**src/rtl/gpi.sv**
```systemverilog
// Memory-mapped general-purpose input port: synchronised pins, sticky W1C edge captures, level irq.
// Optional per-pin debounce filter is compiled in with `define GPI_DEBOUNCE_EN.
module gpi #(
    parameter int          N         = 32,
    parameter logic [31:0] BASE      = 32'h1000_1000,
    parameter int          DB_CYCLES = 16
) (
    input  logic          clk,
    input  logic          rst,
    input  logic [N-1:0]  gpi_pin,
    output logic          irq,
    input  logic          i_rd,
    input  logic [31:0]   i_addr,
    input  logic          i_wr,
    input  logic [3:0]    i_wrmask,
    input  logic [31:0]   i_data,
    output logic          o_rd_valid,
    output logic          o_wr_valid,
    output logic [31:0]   o_data
);

    logic [N-1:0] sync1, sync2, filt, prev;
    logic [N-1:0] rise, fall, irq_en;
    logic [N-1:0] rise_set, fall_set, rise_clr, fall_clr;
    logic [N-1:0] wmask, wdata;
    logic [31:0]  byte_mask;
    logic [31:0]  rd_word;
    logic [1:0]   sel;
    logic         hit, rd_hit, wr_hit;
    logic         addr_unused;

    // BASE is 16-byte aligned, so the block hit is a compare of the upper address bits.
    assign hit         = (i_addr[31:4] == BASE[31:4]);
    assign sel         = i_addr[3:2];
    assign addr_unused = ^i_addr[1:0];
    assign rd_hit      = i_rd && hit;
    assign wr_hit      = i_wr && hit;

    assign byte_mask = {{8{i_wrmask[3]}}, {8{i_wrmask[2]}}, {8{i_wrmask[1]}}, {8{i_wrmask[0]}}};
    assign wmask     = byte_mask[N-1:0];
    assign wdata     = i_data[N-1:0];

    assign rise_set = filt & ~prev;
    assign fall_set = ~filt & prev;
    assign rise_clr = (wr_hit && sel == 2'd1) ? (wdata & wmask) : '0;
    assign fall_clr = (wr_hit && sel == 2'd2) ? (wdata & wmask) : '0;

    assign irq = |((rise | fall) & irq_en);

    always_comb begin
        rd_word = '0;
        case (sel)
            2'd0:    rd_word[N-1:0] = filt;
            2'd1:    rd_word[N-1:0] = rise;
            2'd2:    rd_word[N-1:0] = fall;
            default: rd_word[N-1:0] = irq_en;
        endcase
    end

    always_ff @(posedge clk or posedge rst) begin
        if (rst) begin
            sync1 <= '0;
            sync2 <= '0;
        end else begin
            sync1 <= gpi_pin;
            sync2 <= sync1;
        end
    end

`ifdef GPI_DEBOUNCE_EN
    localparam int CW = (DB_CYCLES > 2) ? $clog2(DB_CYCLES) : 1;
    logic [CW-1:0] cnt [N];

    // filt follows sync2 only after sync2 has disagreed for DB_CYCLES consecutive edges.
    always_ff @(posedge clk or posedge rst) begin
        if (rst) begin
            filt <= '0;
            for (int b = 0; b < N; b++) cnt[b] <= '0;
        end else begin
            for (int b = 0; b < N; b++) begin
                if (sync2[b] == filt[b]) begin
                    cnt[b] <= '0;
                end else if (cnt[b] == CW'(DB_CYCLES - 1)) begin
                    filt[b] <= sync2[b];
                    cnt[b]  <= '0;
                end else begin
                    cnt[b] <= cnt[b] + 1'b1;
                end
            end
        end
    end
`else
    always_ff @(posedge clk or posedge rst) begin
        if (rst) filt <= '0;
        else     filt <= sync2;
    end
`endif

    // Set wins over a same-cycle W1C clear.
    always_ff @(posedge clk or posedge rst) begin
        if (rst) begin
            prev   <= '0;
            rise   <= '0;
            fall   <= '0;
            irq_en <= '0;
        end else begin
            prev <= filt;
            rise <= (rise & ~rise_clr) | rise_set;
            fall <= (fall & ~fall_clr) | fall_set;
            if (wr_hit && sel == 2'd3)
                irq_en <= (irq_en & ~wmask) | (wdata & wmask);
        end
    end

    always_ff @(posedge clk or posedge rst) begin
        if (rst) begin
            o_rd_valid <= 1'b0;
            o_wr_valid <= 1'b0;
            o_data     <= '0;
        end else begin
            o_rd_valid <= rd_hit;
            o_wr_valid <= wr_hit;
            o_data     <= rd_hit ? rd_word : 32'h0;
        end
    end

endmodule

```
**config.mk**
```make
export PLATFORM = sky130hd
export DESIGN_NAME = gpi
export DESIGN_NICKNAME = d
export VERILOG_FILES = /design/src/rtl/gpi.sv
export SDC_FILE = /design/constraint.sdc
export NUM_CORES = 1
export LEC_CHECK = 0
export ABC_AREA = 0
export BUFFER_PORTS_ARGS = -buffer_cell sky130_fd_sc_hd__buf_2
export CAP_MARGIN = 20
export CELL_PAD_IN_SITES_DETAIL_PLACEMENT = 0
export CELL_PAD_IN_SITES_GLOBAL_PLACEMENT = 1
export CORE_MARGIN = 2
export CORE_UTILIZATION = 35
export DETAILED_ROUTE_END_ITERATION = 8
export PLACE_DENSITY = 0.66
export SKIP_LAST_GASP = 1
export SYNTH_ARGS = -nofsm -noshare
export SYNTH_HDL_FRONTEND = slang
export SYNTH_SLANG_ARGS = --single-unit
```
**constraint.sdc**
```tcl
create_clock -name clk -period 15.2 [get_ports clk]
set_input_delay 2.28 -clock clk [delete_from_list [all_inputs] [get_ports clk]]
set_output_delay 2.28 -clock clk [all_outputs]
set_load 0.005 [all_outputs]
```
[After elaboration in Yosys (flattened, before gate mapping)]
Index checks and enable logic that the tools add are counted.
Operators by class
  multiplexer cells: 4
  equality and inequality tests: 4
  bitwise operators: 16
  reductions and logical operators: 7
Operators by type and width (number)
  $and A32 B32 Y32: 7
  $not A32 Y32: 5
  $or A32 B32 Y32: 4
  $mux W32: 3
  $pmux W32 S3: 1
  $reduce_or A32 Y1: 1
  $eq A28 B25 Y1 const B: 1
  $logic_and A1 B1 Y1: 5
  $eq A2 B2 Y1 const B: 2
  $eq A2 B1 Y1 const B: 1
  $logic_not A2 Y1: 1
Word-level totals
  word-level logic and storage cells: 41
  flip-flop bits (word level): 258
  input bits: 104

[Depth between registers and ports, before layout]
  depth in word-level cells: 7
  mapped depth: 6
  gate-level depth less buffers: 4

[Worst setup path before layout]
No wires, ideal clock.
  path kind: in2reg
  from: input i_addr[16]
  to: register (tool-made name)
  data arrival time: 3452 ps
  setup slack: 11623 ps
  stages on the path: 5
  cell sequence: nor4_1 -> and4_4 -> and4_1 -> buf_4 -> mux2_2
RTL lines
  start: declaration: RTL line 13  | input logic [31:0] i_addr,

[Final worst setup path]
  from: register rise[31]
  to: output irq
Between the ends
  longest elaborated chain between the ends: 3
RTL lines
  start: declaration: RTL line 23  | logic [N-1:0] rise, fall, irq_en;
  start signal: assignment: RTL line 108  | rise <= (rise & ~rise_clr) | rise_set;
  $or A32 B32 Y32: RTL line 48  | assign irq = |((rise | fall) & irq_en);
  $and A32 B32 Y32: RTL line 48
  $reduce_or A32 Y1: RTL line 48
  end: declaration: RTL line 11  | output logic irq,
No other way between the ends.

==> summary.md <==
| Metric | Value |
|---|---|
| Status | complete, no violations |
| Port Buffers | between 100 and 150 |
| Antenna viol nets, final | 0 |
| Die ar. | roughly 29000 um^2 |
| Chip Width | 170 um |
| Area after DPL | between 10000 and 15000 um^2 |
| Reg2Reg Setup Slack | around 14 ns |
| Clock buffer count from CTS | 28 |
| Setup Fix Bufs, Post-CTS | 0 |
| GRT Total Usage | ~15% |
| CTS Sinks | ~260 |
| Hold/Removal Path Class | reg -> reg |
| Hold depth | 0 |
| DRC | 0 |
| CP arrival | between 2 and 2.5 ns |
| Worst setup slack after layout | between 10 and 15 ns |
| Post-synth EDFFs | 0 |
| Share of cells above drive strength 1 | about a third |
| Core area | 27000 um^2 |
| Hold_buf cts | 0 |
| Cell Int Power | roughly 0.0011 W |
| DR pass1 iterations | 6 |
| RSZ-0062 raised after global routing | no |
| Die height | 170 um |
| F_max | about 220 MHz |
| Synth Cell Area | 9600 um^2 |
| Max-slew headroom | about 36% |
| Global-route wire length before repair | roughly 33 mm |
| Async S/R FF share, synth | 100% |
| Initial Utilization | 35.6% |
| Psw | between 0.0003 and 0.0004 W |
| Synth unique cells | 27 |
| Gpl congestion | approximately 0.76 |
| Detailed Route WL | ~21 mm |
| Area grow syn2layout | 19.9% |
| Syn_area_per_cell | between 15 and 20 um^2 |
| Setup Total Neg Slack | 0 ns |
| CP Launch Type | flip-flop |
| LEAKAGE | around 5.4 nW |
| Hold Path Sink | filt[31]$_DFF_PP0_ |
| Drt initial violations | 343 |
| Flop pwr share | about half |
| GRT overflow | 0 |
| Ports | 139 |
| Max VDD drop | between 0.08 and 0.09 mV |
| PwrDens | ~120 nW/um^2 |
| Final period util | 29.5% |
| Endpoints failing setup | 0 |
| CP required | about 13 ns |
| Synth area leaders | dfrtp_1 67%, mux4_2 7.5%, nor2b_1 4.2%, mux2_2 3.8%, a221o_1 3.3% |
| Final HPWL DP | between 10 and 15 mm |
| Initial antenna violation count | 3 |
| Switching Share | a little over a fifth |
| Clk Latency, worst-skew pair | between 0.5 and 0.6 ns |
| Clk_skew | about 0.008 ns |
| Number of synthesized register bits | approximately 260 |
| Syn Nets | around 740 |
| Yosys top cell by area | dfrtp_1 |
| Ys flop type | dfrtp_1 |
| Final Hold Fails | 0 |
| Vias/cell | 4.94 |
| # Max-Cap Violations | 0 |
| Crit end category | output port |
| Pin count of the biggest net entering global routing | 110 |
| Wirelength per Cell | roughly 18 um |
| Seq/Total Area, Yosys | a little under 70% |
| Worst Path Max Fanout | 4 |
| Fin area | 11500 um^2 |
| Gate Count Post-Synth | about 640 |
| Vias post-DR | around 5.7k |
| Combinational power share | between 4 and 5% |
| Final net count | between 800 and 900 |
| Ys Warns | 0 |
| CTS tree | done |
| Longest Clk Path Bufs | 3 |
| Most numerous cell in the Yosys netlist | dfrtp_1 |
| Vias in the first global route | 5862 |
| CP Class | reg -> out |
| Clock group share of total power | roughly 45% |
| Reg2Reg Depth | 2 |
| Top cells by count, synth | 258 x dfrtp_1, 67 x inv_1, 65 x nor2b_1 |
| Fin crit period | ~4.5 ns |
| Row cnt | 60 |
| PostCTS Resize Cnt | 0 |
| Reg-to-Reg End | o_data[1]$_DFF_PP0_ |
| Post-place setup slack | about 10 ns |
| Synth top area share | between 60% and 70% |
| Final Max Tran Viols | 0 |
| Fillers | 2480 |
| H-tree levels | 1 |
| Worst slew pin tran | ~0.96 ns |
| Clock Pin Slew Worst Setup and Hold Paths | roughly 0.060 ns |
| Clock Root Buffer | clkbuf_16 |
| Hold Path Origin | sync2[31]$_DFF_PP0_ |
==> cell families (layout without fill, tap and decap cells) <==
logic type	count (synthesis)	after routing	synth area share, %
AOI/OAI and AO/OA	128	128	9.59
buffers and inverters	84	254	3.79
DFF	258	258	67.3
muxes	64	64	11.3
other	0	2	0
and+or+nand+nor	105	105	8.09
==> layout make-up <==
class	count	area (um^2)	area share [%]
inverters	67	259	2.25
well taps	341	427	3.71
repair buffers	140	711	6.18
clock buffers	41	831	7.22
diodes	2	5.00	0.0435
flip-flops and latches	258	6460	56.1
multi-input cells	297	2780	24.2
clock inverters	6	37.5	0.326
==> cell usage in the layout, fill, tap and decap left out, drive strengths merged <==
cell      instances
and3              2
o22ai            32
clkinvlp          3
clkinv            3
diode             2
a21o             32
and2              4
and2b             1
and4              5
o21ai            32
nand2             2
clkbuf           41
buf             140
a221o            32
nor4              7
nand4            16
nor4b             2
dfrtp           258
inv              67
nor2b            65
nand3             1
mux2             32
mux4             32
==> power groups by stage <==
stage / Combinational, W / Clock (W) / Sequential (W)
after global routing: 0.0000704 / 0.000685 / 0.000714
after CTS: 0.0000645 / 0.000660 / 0.000713
after floorplan: 0.0000383 / 0 / 0.000722
final: 0.0000624 / 0.000636 / 0.000713
after global placement: 0.0000641 / 0 / 0.000724
after detailed placement: 0.0000642 / 0 / 0.000725
==> layer usage <==
metal / share of wire, % / vias up / track usage (%)
met5: 0.043 / - / 0
met4: 2.4 / 2 / 4.42
met3: 4.9 / 34 / 3.08
met2: 48 / 144 / 24.5
met1: 45 / 2911 / 20.4
li1: - / 2605 / -
==> through the flow <==
step                cells  power [W]  util [%]  hold slack [ns]
floorplan             639   0.000761         -            0.331
global placement     1103   0.000789      39.4            0.333
detailed placement   1103   0.000789      39.4            0.335
CTS                  1150    0.00144      42.7            0.348
global route         1150    0.00147      42.7            0.349
finish               1152    0.00141      42.7            0.345
==> worst max-delay path, stage by stage, from the launching register on <==
cell,delay (ns)
dfrtp_1,0.41
o21ai_0,0.44
nand4_1,0.22
nor4_1,0.31
nand2_1,0.13
buf_2,0.16
==> worst max path at each step <==
stage / slack [ns] / from / endpoint / cells after the start
2_1_floorplan: 5.82 / rst / asynchronous set/reset pin / 1
3_3_place_gp: 10.17 / i_addr[29] / o_data[14]$_DFF_PP0_ / 5
3_5_place_dp: 10.20 / i_addr[29] / o_data[2]$_DFF_PP0_ / 5
4_1_cts: 10.63 / fall[24]$_DFF_PP0_ / irq / 5
5_1_grt: 10.55 / i_addr[29] / o_data[14]$_DFF_PP0_ / 5
6_report: 10.71 / rise[31]$_DFF_PP0_ / irq / 5
Note: power is estimated with default switching activity, not from simulation.
